`config.mk`:
```
export PLATFORM = sky130hd
export DESIGN_NAME = ram32_arb
export DESIGN_NICKNAME = d
export VERILOG_FILES = /design/src/rtl/ram32_arb_pkg.sv /design/src/rtl/ram32_arb_prio_pick.sv /design/src/rtl/ram32_arb.sv
export SDC_FILE = /design/constraint.sdc
export NUM_CORES = 1
export LEC_CHECK = 0
export CORE_MARGIN = 10
export CORE_UTILIZATION = 35
export CTS_BUF_LIST = sky130_fd_sc_hd__clkbuf_16
export DETAILED_ROUTE_END_ITERATION = 8
export DONT_BUFFER_PORTS = 1
export HOLD_SLACK_MARGIN = 0.08
export PLACE_DENSITY = 0.56
export SETUP_SLACK_MARGIN = 0.02
export SLEW_MARGIN = 40
export SYNTH_ARGS = -nofsm -noshare
export SYNTH_HDL_FRONTEND = slang
export SYNTH_SLANG_ARGS = --single-unit
```
`constraint.sdc`:
```
create_clock -name CLK -period 1.5 [get_ports CLK]
set_input_delay 0.15 -clock CLK [delete_from_list [all_inputs] [get_ports CLK]]
set_output_delay 0.15 -clock CLK [all_outputs]
set_load 0.01 [all_outputs]
```
`src/rtl/ram32_arb_pkg.sv`:
```
// Shared constants and types for the RAM32 arbiter: macro geometry,
// FSM encodings and the per-port request bundle.
package ram32_arb_pkg;

  localparam int RAM32_AW    = 5;
  localparam int RAM32_DW    = 32;
  localparam int RAM32_BW    = 4;
  localparam int RAM32_DEPTH = 32;

  // Starvation counter width; covers STARVE_MAX up to 15.
  localparam int STARVE_W = 4;

  // FSM encodings
  localparam logic [0:0] ST_INIT = 1'b0;
  localparam logic [0:0] ST_RUN  = 1'b1;

  // One requester's access as presented to the macro mux.
  typedef struct packed {
    logic                we;
    logic [RAM32_BW-1:0] be;
    logic [RAM32_AW-1:0] addr;
    logic [RAM32_DW-1:0] wdata;
  } ram32_req_t;

  // Byte-write strobe seen by the macro: enables only on writes.
  function automatic logic [RAM32_BW-1:0] we_mask(input ram32_req_t req);
    return req.we ? req.be : '0;
  endfunction

endpackage

```
`src/rtl/ram32_arb_prio_pick.sv`:
```
// Two-way priority picker: A normally wins, but B is forced through after
// losing STARVE_MAX contended cycles in a row. Grants are combinational.
module ram32_prio_pick
  import ram32_arb_pkg::*;
#(
  parameter int STARVE_MAX = 4
) (
  input  logic CLK,
  input  logic RST,
  input  logic en,
  input  logic a_req,
  input  logic b_req,
  output logic a_gnt,
  output logic b_gnt
);

  logic [STARVE_W-1:0] r_starve_cnt;
  logic                w_force_b;
  logic                w_contend;

  assign w_contend = a_req & b_req;
  assign w_force_b = (r_starve_cnt == STARVE_W'(STARVE_MAX));

  assign b_gnt = en & b_req & (~a_req | w_force_b);
  assign a_gnt = en & a_req & ~(b_req & w_force_b);

  // Count consecutive contended losses of B; any B grant or idle B clears it.
  always_ff @(posedge CLK) begin
    if (RST) begin
      r_starve_cnt <= '0;
    end else if (!b_req || b_gnt) begin
      r_starve_cnt <= '0;
    end else if (en && w_contend && a_gnt) begin
      r_starve_cnt <= r_starve_cnt + 1'b1;
    end
  end

endmodule

```
`src/rtl/ram32_arb.sv`:
```
// Arbiter and sequencer in front of the single-port 32x32 RAM32 macro.
// Port A has priority, port B is guarded against starvation, and a
// zero-fill sweep clears every word after reset or on init_start.
module ram32_arb
  import ram32_arb_pkg::*;
#(
  parameter int STARVE_MAX     = 4,
  parameter bit CLEAR_ON_RESET = 1'b1
) (
  input  logic                CLK,
  input  logic                RST,
  input  logic                init_start,
  output logic                busy,
  input  logic                a_req,
  input  logic                a_we,
  input  logic [RAM32_BW-1:0] a_be,
  input  logic [RAM32_AW-1:0] a_addr,
  input  logic [RAM32_DW-1:0] a_wdata,
  output logic                a_gnt,
  output logic                a_rvalid,
  output logic [RAM32_DW-1:0] a_rdata,
  input  logic                b_req,
  input  logic                b_we,
  input  logic [RAM32_BW-1:0] b_be,
  input  logic [RAM32_AW-1:0] b_addr,
  input  logic [RAM32_DW-1:0] b_wdata,
  output logic                b_gnt,
  output logic                b_rvalid,
  output logic [RAM32_DW-1:0] b_rdata,
  output logic                ram_en,
  output logic [RAM32_BW-1:0] ram_we,
  output logic [RAM32_AW-1:0] ram_a,
  output logic [RAM32_DW-1:0] ram_di,
  input  logic [RAM32_DW-1:0] ram_do
);

  logic [0:0]          r_state;
  logic [RAM32_AW-1:0] r_sweep_cnt;
  logic                r_a_rvalid;
  logic                r_b_rvalid;
  logic [RAM32_DW-1:0] r_a_hold;
  logic [RAM32_DW-1:0] r_b_hold;

  logic       w_run;
  logic       w_init;
  ram32_req_t w_a;
  ram32_req_t w_b;

  // Reset forces every macro pin and grant low in its own cycle.
  assign w_run  = (r_state == ST_RUN)  & ~RST;
  assign w_init = (r_state == ST_INIT) & ~RST;
  assign busy   = (r_state == ST_INIT);

  assign w_a = '{we: a_we, be: a_be, addr: a_addr, wdata: a_wdata};
  assign w_b = '{we: b_we, be: b_be, addr: b_addr, wdata: b_wdata};

  ram32_prio_pick #(
    .STARVE_MAX (STARVE_MAX)
  ) u_pick (
    .CLK   (CLK),
    .RST   (RST),
    .en    (w_run),
    .a_req (a_req),
    .b_req (b_req),
    .a_gnt (a_gnt),
    .b_gnt (b_gnt)
  );

  // Macro pin mux: sweep writes zeros, otherwise the granted port drives.
  always_comb begin
    ram_en = 1'b0;
    ram_we = '0;
    ram_a  = '0;
    ram_di = '0;
    if (w_init) begin
      ram_en = 1'b1;
      ram_we = '1;
      ram_a  = r_sweep_cnt;
    end else if (a_gnt) begin
      ram_en = 1'b1;
      ram_we = we_mask(w_a);
      ram_a  = w_a.addr;
      ram_di = w_a.wdata;
    end else if (b_gnt) begin
      ram_en = 1'b1;
      ram_we = we_mask(w_b);
      ram_a  = w_b.addr;
      ram_di = w_b.wdata;
    end
  end

  // Sequencer: INIT walks 0..31 then hands over to RUN; init_start re-enters INIT.
  always_ff @(posedge CLK) begin
    if (RST) begin
      r_state     <= CLEAR_ON_RESET ? ST_INIT : ST_RUN;
      r_sweep_cnt <= '0;
    end else begin
      case (r_state)
        ST_INIT: begin
          if (r_sweep_cnt == RAM32_AW'(RAM32_DEPTH - 1)) begin
            r_state     <= ST_RUN;
            r_sweep_cnt <= '0;
          end else begin
            r_sweep_cnt <= r_sweep_cnt + 1'b1;
          end
        end
        default: begin
          if (init_start) begin
            r_state     <= ST_INIT;
            r_sweep_cnt <= '0;
          end
        end
      endcase
    end
  end

  // Read return: flag reads granted last cycle and keep the last returned word,
  // because the macro drives zero on Do0 whenever it is not enabled.
  always_ff @(posedge CLK) begin
    if (RST) begin
      r_a_rvalid <= 1'b0;
      r_b_rvalid <= 1'b0;
      r_a_hold   <= '0;
      r_b_hold   <= '0;
    end else begin
      r_a_rvalid <= a_gnt & ~a_we;
      r_b_rvalid <= b_gnt & ~b_we;
      if (r_a_rvalid) r_a_hold <= ram_do;
      if (r_b_rvalid) r_b_hold <= ram_do;
    end
  end

  assign a_rvalid = r_a_rvalid & ~RST;
  assign b_rvalid = r_b_rvalid & ~RST;
  assign a_rdata  = a_rvalid ? ram_do : r_a_hold;
  assign b_rdata  = b_rvalid ? ram_do : r_b_hold;

endmodule

```
## Word level (Yosys, flattened, before mapping)

Cells that the tools add are included.

- Register bits after elaboration: 76
- Input port bits: 121
- Output and inout bits: 111
- Logic and storage cells: 58

- $add $sub $neg: 2
- Eq/ne operators: 3
- Mux-type cells: 22
- Bitwise logic cells: 19
- Reductions and logical operators: 5

Operator list:

| operator | number |
|---|---|
| two-way mux 32 bit | 5 |
| two-way mux 5 bit | 6 |
| two-way mux 4 bit | 5 |
| bitwise AND 1 bit | 12 |
| two-way mux 1 bit | 6 |
| inverter 1 bit | 6 |
| adder 5 x 1 -> 5 bit, second input constant | 1 |
| == test 5 bit, second input constant | 1 |
| adder 4 x 1 -> 4 bit, second input constant | 1 |
| == test 4 x 3 -> 1 bit, second input constant | 1 |
| logical AND 1 bit | 2 |
| inequality test 2 bit, second input constant | 1 |
| OR reduction 2 bit | 1 |
| zero test 1 bit | 1 |
| logical OR 1 bit | 1 |
| bitwise OR 1 bit | 1 |

## Longest topological paths before layout

Gate-level depths: netlist of the first run.

- Word-level depth: 7
- Depth in mapped cells: 8
- Mapped depth without buffers: 6

## Hierarchy

A second synthesis of the first run with hierarchy kept.

- Cell total of the unflattened synthesis: 455
- Area, all modules: 4340.4 um2

By module, submodules not included:

| module | instances | cells an instance | area an instance (um2) | seq. area each (um2) |
|---|---|---|---|---|
| ram32_arb | 1 | 422 | 4075.2 | 1441.4 |
| ram32_prio_pick | 1 | 33 | 265.3 | 80.1 |

## Least setup slack after synthesis of the first run

Ideal clock, no wire load.

- Kind: register to output
- From: reg u_pick.r_starve_cnt[0]
- To: out ram_di[12]
- Arrival: 1600 ps
- Required time: 1350 ps
- Slack: -250 ps
- Cell stages (with the launch flop): 9
- Cell sequence: dfxtp_1 > inv_1 > ha_1 > and4b_1 > buf_4 > nor3_4 > buf_6 > buf_6 > a22o_1

- Word-level cells in the longest chain between the ends: 6

RTL lines:

| element | RTL line | text |
|---|---|---|
| start: declaration | ram32_arb_prio_pick.sv:17 | `logic [STARVE_W-1:0] r_starve_cnt;` |
| start signal: assignment | ram32_arb_prio_pick.sv:34 | `r_starve_cnt <= r_starve_cnt + 1'b1;` |
| == test 4 x 3 -> 1 bit (*) | ram32_arb_prio_pick.sv:22 | `assign w_force_b = (r_starve_cnt == STARVE_W'(STARVE_MAX));` |
| bitwise OR 1 bit or bitwise AND 1 bit (tied branches) | ram32_arb_prio_pick.sv:24, ram32_arb_prio_pick.sv:25 |  |
| bitwise AND 1 bit or inverter 1 bit (tied branches) | ram32_arb_prio_pick.sv:24, ram32_arb_prio_pick.sv:25 |  |
| two-way mux 32 bit or bitwise AND 1 bit (tied branches) | ram32_arb.sv:84, ram32_arb_prio_pick.sv:25 |  |
| two-way mux 32 bit (*) | ram32_arb.sv:79 | `end else if (a_gnt) begin` |
| two-way mux 32 bit (*) | ram32_arb.sv:75 | `if (w_init) begin` |
| end: declaration | ram32_arb.sv:33 | `output logic [RAM32_DW-1:0] ram_di,` |

Every way passes the cells marked *; elsewhere a longest branch is shown, timed or not.

## Worst setup path after layout of the first run

- From: reg u_pick.r_starve_cnt[0]
- To: out ram_en

- Word-level cells in the longest chain between the ends: 6

RTL lines:

| element | RTL line | text |
|---|---|---|
| == test 4 x 3 -> 1 bit (*) | ram32_arb_prio_pick.sv:22 |  |
| bitwise OR 1 bit or bitwise AND 1 bit (tied branches) | ram32_arb_prio_pick.sv:24, ram32_arb_prio_pick.sv:25 |  |
| bitwise AND 1 bit or inverter 1 bit (tied branches) | ram32_arb_prio_pick.sv:24, ram32_arb_prio_pick.sv:25 |  |
| two-way mux 1 bit or bitwise AND 1 bit (tied branches) | ram32_arb.sv:84, ram32_arb_prio_pick.sv:25 |  |
| two-way mux 1 bit (*) | ram32_arb.sv:79 |  |
| two-way mux 1 bit (*) | ram32_arb.sv:75 |  |
| end: declaration | ram32_arb.sv:30 | `output logic ram_en,` |

Marked as above.

==> impl_metrics.ini, run 1 <==
[hold_path]
hold-path-endpoint = r_a_hold[23]
hold-path-cell-count = 1
holdCritStartpoint = RST
hold_path_class = in2reg

[sta]
setup_tns_ns = -22.53
final.setup_skew_ns = 0.00860
finalSetupViolCount = 92
rsz0062_at_grt = true
final_hold_viol_count = 71
layout_setup_ws_ns = -0.445
slew_viol_final = 0
slew-limit-headroom = 0.547
finalCriticalPeriod_ns = 1.95
finalCritPeriodShare = 1.30
hold_ws_ns = -0.109
worst_pin_slew_ns = 0.677
fmax_mhz = 514

[clocking]
clk_latency_ns = 0.33
cts_num_sinks = 76
clk_pin_slew_ns = 0.06
numCtsBuffers = 9
h-tree-depth = 3
root_buffer = clkbuf_16
cts_tree = yes
cts_hold_buf = 4
clockBufferDepth = 2

[logic_synthesis]
synthCells = 415
yosysUniqueCellTypes = 38
synth_nets = 540
yosysWarnings = 0
syn-cell-area_mm2 = 0.00415
ys_seq_area_frac = 0.366
yosys_register_bits = 76
syn_area_per_cell_um2 = 10.0

[floorplanning]
core_mm2 = 0.0115
die_w_um = 129
start_util = 0.361
rows = 39
dieHeight_um = 129
dieArea_mm2 = 0.0166
boundaryPins = 232

[layout]
drive_gt1_frac = 0.329
area.sequential_mm2 = 0.00154
n_fill_cell = 1031
antennaDiodeCount = 0
final_nets = 567
multiInputGateArea_mm2 = 0.00272
syn_to_final_growth_pct = 30.8
final_cells = 590

[grt]
grt_max_degree = 78
grt_pass1_wl_mm = 21.1
grt_pass1_vias = 3497
overflow = 0
track_usage = 0.160
antenna_found_initial = 0

[setup_path]
arrival_ns = 1.80
regToRegSetupSlack_ns = 0.06
worst-path-max-fanout = 39
path_class = reg2out
r2r_start = u_pick.r_starve_cnt[0]
crit_chain = inv_2, ha_4, and4b_1, nor3_4, buf_12, or3_1
required_ns = 1.35
startpoint_type = flop
r2r-end = r_b_rvalid
rr_worst_depth = 8
crit_slowest_cell = or3_1
slowest_delay_ns = 0.44
end_kind = output pin

[placement]
gp_congestion = 0.750
pre_cts_ws_ns = -0.107
place_inst = 542
hpwl_mm = 9.33
port_buffers = 0

[routing]
wl_per_cell_um = 24.3
antenna_left = 0
dr.first_iter.drc_count = 162
wl_mm = 14.4
viasPerCell = 5.73
via_count = 3378
drc = 0
dr.pass1.iters = 6

[run]
maxCapViolations = 0

[outcome]
violations = negative hold slack, negative setup slack
status = complete, but fails checks

[pwr]
power_mw = 4.09
p_leak_nw = 2.08
worst_ir_drop_vdd_v = 0.000508
powerDensity_mw_per_mm2 = 753
-- cell families after synthesis --
group,synth area share
adder cells (fa/ha/maj),0.0121
buffers and inverters,0.0524
AO/OA/AOI/OAI,0.110
AND/OR/NAND/NOR,0.132
multiplexers,0.328
flip-flops,0.366
-- how the worst max path moves through the flow --
| stage | startpoint | endpoint | slack, ns | cells after the start |
|---|---|---|---|---|
| after CTS | u_pick.r_starve_cnt[0] | ram_en | -0.46 | 6 |
| after floorplan | u_pick.r_starve_cnt[0] | ram_di[12] | -0.13 | 8 |
| after detailed placement | u_pick.r_starve_cnt[0] | ram_en | -0.11 | 6 |
| after global placement | u_pick.r_starve_cnt[1] | ram_en | -0.08 | 6 |
| final | u_pick.r_starve_cnt[0] | ram_en | -0.45 | 6 |
| after global routing | u_pick.r_starve_cnt[0] | ram_a[2] | -0.55 | 6 |
-- cell usage in the layout (no fill, tap or decap), drive strengths merged --
master / n
a211oi: 2
a21oi: 5
a221o: 5
a22o: 32
a2bb2oi: 1
a311o: 4
a31oi: 3
and2: 5
and3: 1
and4b: 1
buf: 44
clkbuf: 12
clkinv: 4
clkinvlp: 1
dfxtp: 76
dlygate4sd3: 4
ha: 4
inv: 6
mux2: 64
mux2i: 64
nand2: 12
nand2b: 3
nand3: 4
nand3b: 3
nand4: 2
nand4b: 2
nor2: 68
nor2b: 3
nor3: 7
nor4: 1
o21ai: 1
or3: 1
or4: 2
-- layout make-up --
class | instances | area share
Multi-Input combinational cell | 300 | 0.501
Clock buffer | 9 | 0.0415
Sequential cell | 76 | 0.283
Timing Repair Buffer | 51 | 0.130
Clock inverter | 7 | 0.00806
Tap cell | 143 | 0.0329
Inverter | 4 | 0.00276
-- cells in the mapped netlist (all sizes together) --
cell type | instances | area, um2
dfxtp | 76 | 1520
nor2 | 68 | 255
mux2 | 64 | 721
mux2i | 64 | 641
a22o | 32 | 280
buf | 28 | 176
nand2 | 12 | 45.0
clkbuf | 7 | 26.3
nor3 | 7 | 46.3
a21oi | 5 | 25.0
a221o | 5 | 50.1
and2 | 5 | 31.3
a311o | 4 | 40.0
ha | 4 | 50.1
inv | 4 | 15.0
nand3 | 4 | 20.0
a31oi | 3 | 18.8
nand2b | 3 | 21.3
nand3b | 3 | 35.0
nor2b | 3 | 18.8
a211oi | 2 | 27.5
nand4 | 2 | 12.5
nand4b | 2 | 17.5
or4 | 2 | 15.0
a2bb2oi | 1 | 8.76
and3 | 1 | 6.26
and4b | 1 | 10.0
nor4 | 1 | 6.26
o21ai | 1 | 5.00
or3 | 1 | 6.26
-- critical path, delay by kind of cell (launching register included) --
kind / cells / cell delay, ns
adder cells (fa/ha/maj): 1 / 0.15
buffers and inverters: 2 / 0.23
flip-flops: 1 / 0.32
AND/OR/NAND/NOR: 3 / 0.77
-- state kept, by name, summed over array words and instances, names as in the netlist --
signal               count
r_state                  1
r_b_rvalid               1
u_pick.r_starve_cnt      4
r_b_hold                32
r_a_rvalid               1
r_a_hold                32
r_sweep_cnt              5
-- repair_timing --
| item | in CTS | in global routing |
|---|---|---|
| pin swaps | 2 | 6 |
| resized for setup | 82 | 16 |
| endpoints found under the hold margin | 76 | 71 |
| buffers inserted | 13 | 9 |
| endpoints found under the setup margin | 108 | 109 |
| gates cloned | 10 | 3 |
-- stage by stage --
step / area [um2] / utilization / hold slack, ns
6_report: 5430 / 0.472 / -0.109
3_5_place_dp: 4380 / 0.380 / 0.219
5_1_grt: 5430 / 0.472 / -0.123
3_3_place_gp: 4380 / 0.380 / 0.219
4_1_cts: 5360 / 0.465 / -0.114
2_1_floorplan: 4200 / - / 0.222
-- layer usage --
| layer | vias up | track usage | share of wire |
|---|---|---|---|
| met5 | - | 0 | 0 |
| met4 | 0 | 0.0435 | 0.015 |
| li1 | 1550 | - | - |
| met2 | 150 | 0.276 | 0.49 |
| met3 | 12 | 0.0706 | 0.10 |
| met1 | 1666 | 0.176 | 0.39 |
-- power by group --
part,internal [mW],total [mW],leakage (nW),switching [mW]
Clock,1.11,1.97,0.137,0.853
Combinational,0.0492,0.0891,1.33,0.0399
Sequential,2.02,2.03,0.616,0.00886
No activity file was read; power rests on OpenSTA's default activity.
==> run 2, diff against run 1 <==
Settings changed: CORE_UTILIZATION 35 to 39, PLACE_DENSITY 0.56 to 0.6.
==> impl_metrics.ini, run 2 (same netlist as run 1, synthesis figures left out) <==
[clocking]
cts_tree = yes
clk_pin_slew_ns = 0.06
cts_hold_buf = 4
h-tree-depth = 3
cts_num_sinks = 76
numCtsBuffers = 9
clk_latency_ns = 0.34
root_buffer = clkbuf_16
clockBufferDepth = 2

[layout]
reg_top3 = r_a_hold x32, r_b_hold x32, r_sweep_cnt x5
syn_to_final_growth_pct = 30.8
final_nets = 561
drive_gt1_frac = 0.345
final_cells = 577
n_fill_cell = 890
antennaDiodeCount = 0
post-route-cell-area_mm2 = 0.00543
final_common_cell = dfxtp_1
mostFrequentLayoutCells = 70 x dfxtp_1, 68 x nor2_1, 64 x mux2_4, 64 x mux2i_1, 20 x a22o_1

[setup_path]
rr_worst_depth = 5
arrival_ns = 1.79
r2r_start = r_sweep_cnt[1]
cp-startpoint = u_pick.r_starve_cnt[1]
path_class = reg2out
worst-path-max-fanout = 30
end_kind = output pin
required_ns = 1.35
startpoint_type = flop

[routing]
antenna_left = 0
viasPerCell = 5.89
drc = 0
wl_per_cell_um = 27.5
dr.first_iter.drc_count = 116
dr.pass1.iters = 6
wl_mm = 15.9
via_count = 3400

[run]
maxCapViolations = 0

[sta]
layout_setup_ws_ns = -0.443
worst_pin_slew_ns = 0.638
slew_viol_final = 0
slew-limit-headroom = 0.575
finalSetupViolCount = 93
rsz0062_at_grt = true
hold_ws_ns = -0.104
final_hold_viol_count = 71
finalCriticalPeriod_ns = 1.94
final.setup_skew_ns = 0.00720
fmax_mhz = 515
finalCritPeriodShare = 1.30

[floorplanning]
dieHeight_um = 123
core_mm2 = 0.0104
die_w_um = 123
rows = 37
boundaryPins = 232
dieArea_mm2 = 0.0152
start_util = 0.400

[grt]
grt_pass1_vias = 3432
overflow = 0
grt_max_degree = 78
track_usage = 0.193
antenna_found_initial = 0
grt_pass1_wl_mm = 22.2

[placement]
hpwl_mm = 10.9
gp_congestion = 0.974
placed_cell_area_mm2 = 0.00443
place_inst = 538
pre_cts_ws_ns = -0.143
port_buffers = 0

[outcome]
status = complete, but fails checks
violations = negative hold slack, negative setup slack

[hold_path]
holdCritStartpoint = RST
hold_path_class = in2reg
hold-path-cell-count = 1

[pwr]
powerDensity_mw_per_mm2 = 850
p_leak_nw = 2.09
worst_ir_drop_vdd_v = 0.000557
power_mw = 4.62
==> run 2: cell count changes in the layout (fill, tap and decap cells not counted), sizes merged <==
| cell | delta |
|---|---|
| buf | -5 |
| bufinv | +3 |
| clkinv | -2 |
| clkbuf | -1 |
| clkinvlp | -1 |
==> run 2: metrics by stage <==
step                      setup TNS [ns]   util
after floorplan                    -3.71      -
after global placement             -2.44  0.427
after detailed placement           -3.59  0.427
after CTS                         -25.44  0.521
after global routing              -29.50  0.524
final                             -23.49  0.524
==> run 2: what timing repair did <==
action | 4_1_cts | 5_1_grt
setup endpoints to repair | 108 | 112
gates resized for setup | 87 | 10
hold endpoints to repair | 76 | 71
pin swaps | 3 | 4
setup buffers | 8 | 9
gates cloned | 6 | 2
==> run 2: worst max-delay path, stage by stage, from the launching register on <==
cell and delay, ns:
dfxtp_2 0.33, inv_2 0.04, ha_4 0.16, and4b_1 0.22, nor3_4 0.24, buf_12 0.21
a221o_1 0.25
==> run 2: layout make-up <==
| cell class | count | area, um2 | share of cell area |
|---|---|---|---|
| clock inverters | 7 | 115 | 0.0212 |
| repair buffers | 45 | 602 | 0.111 |
| flip-flops and latches | 76 | 1530 | 0.282 |
| clock buffers | 9 | 225 | 0.0415 |
| inverters | 4 | 15.0 | 0.00276 |
| well taps | 136 | 170 | 0.0313 |
| multi-input cells | 300 | 2770 | 0.511 |
==> run 2: final timing paths <==
check | to | slack [ns]
worst max-delay path | ram_a[0] | -0.44
worst min-delay path | r_sweep_cnt[1] | -0.10
worst max register to register | r_sweep_cnt[3] | 0.06
worst min register to register | r_b_hold[20] | 0.49
==> run 2: power breakdown <==
group | switching (mW) | total (mW) | internal, mW
Clock | 0.869 | 2.49 | 1.62
Sequential | 0.00934 | 2.03 | 2.02
Combinational | 0.0425 | 0.0933 | 0.0509
Total | 0.921 | 4.62 | 3.70
==> run 2: layer usage <==
| metal | part of all wire | vias to the layer above | GRT usage |
|---|---|---|---|
| li1 | - | 1539 | - |
| met1 | 0.36 | 1669 | 0.201 |
| met2 | 0.51 | 168 | 0.340 |
| met3 | 0.10 | 24 | 0.0684 |
| met4 | 0.030 | 0 | 0.0895 |
| met5 | 0 | - | 0 |
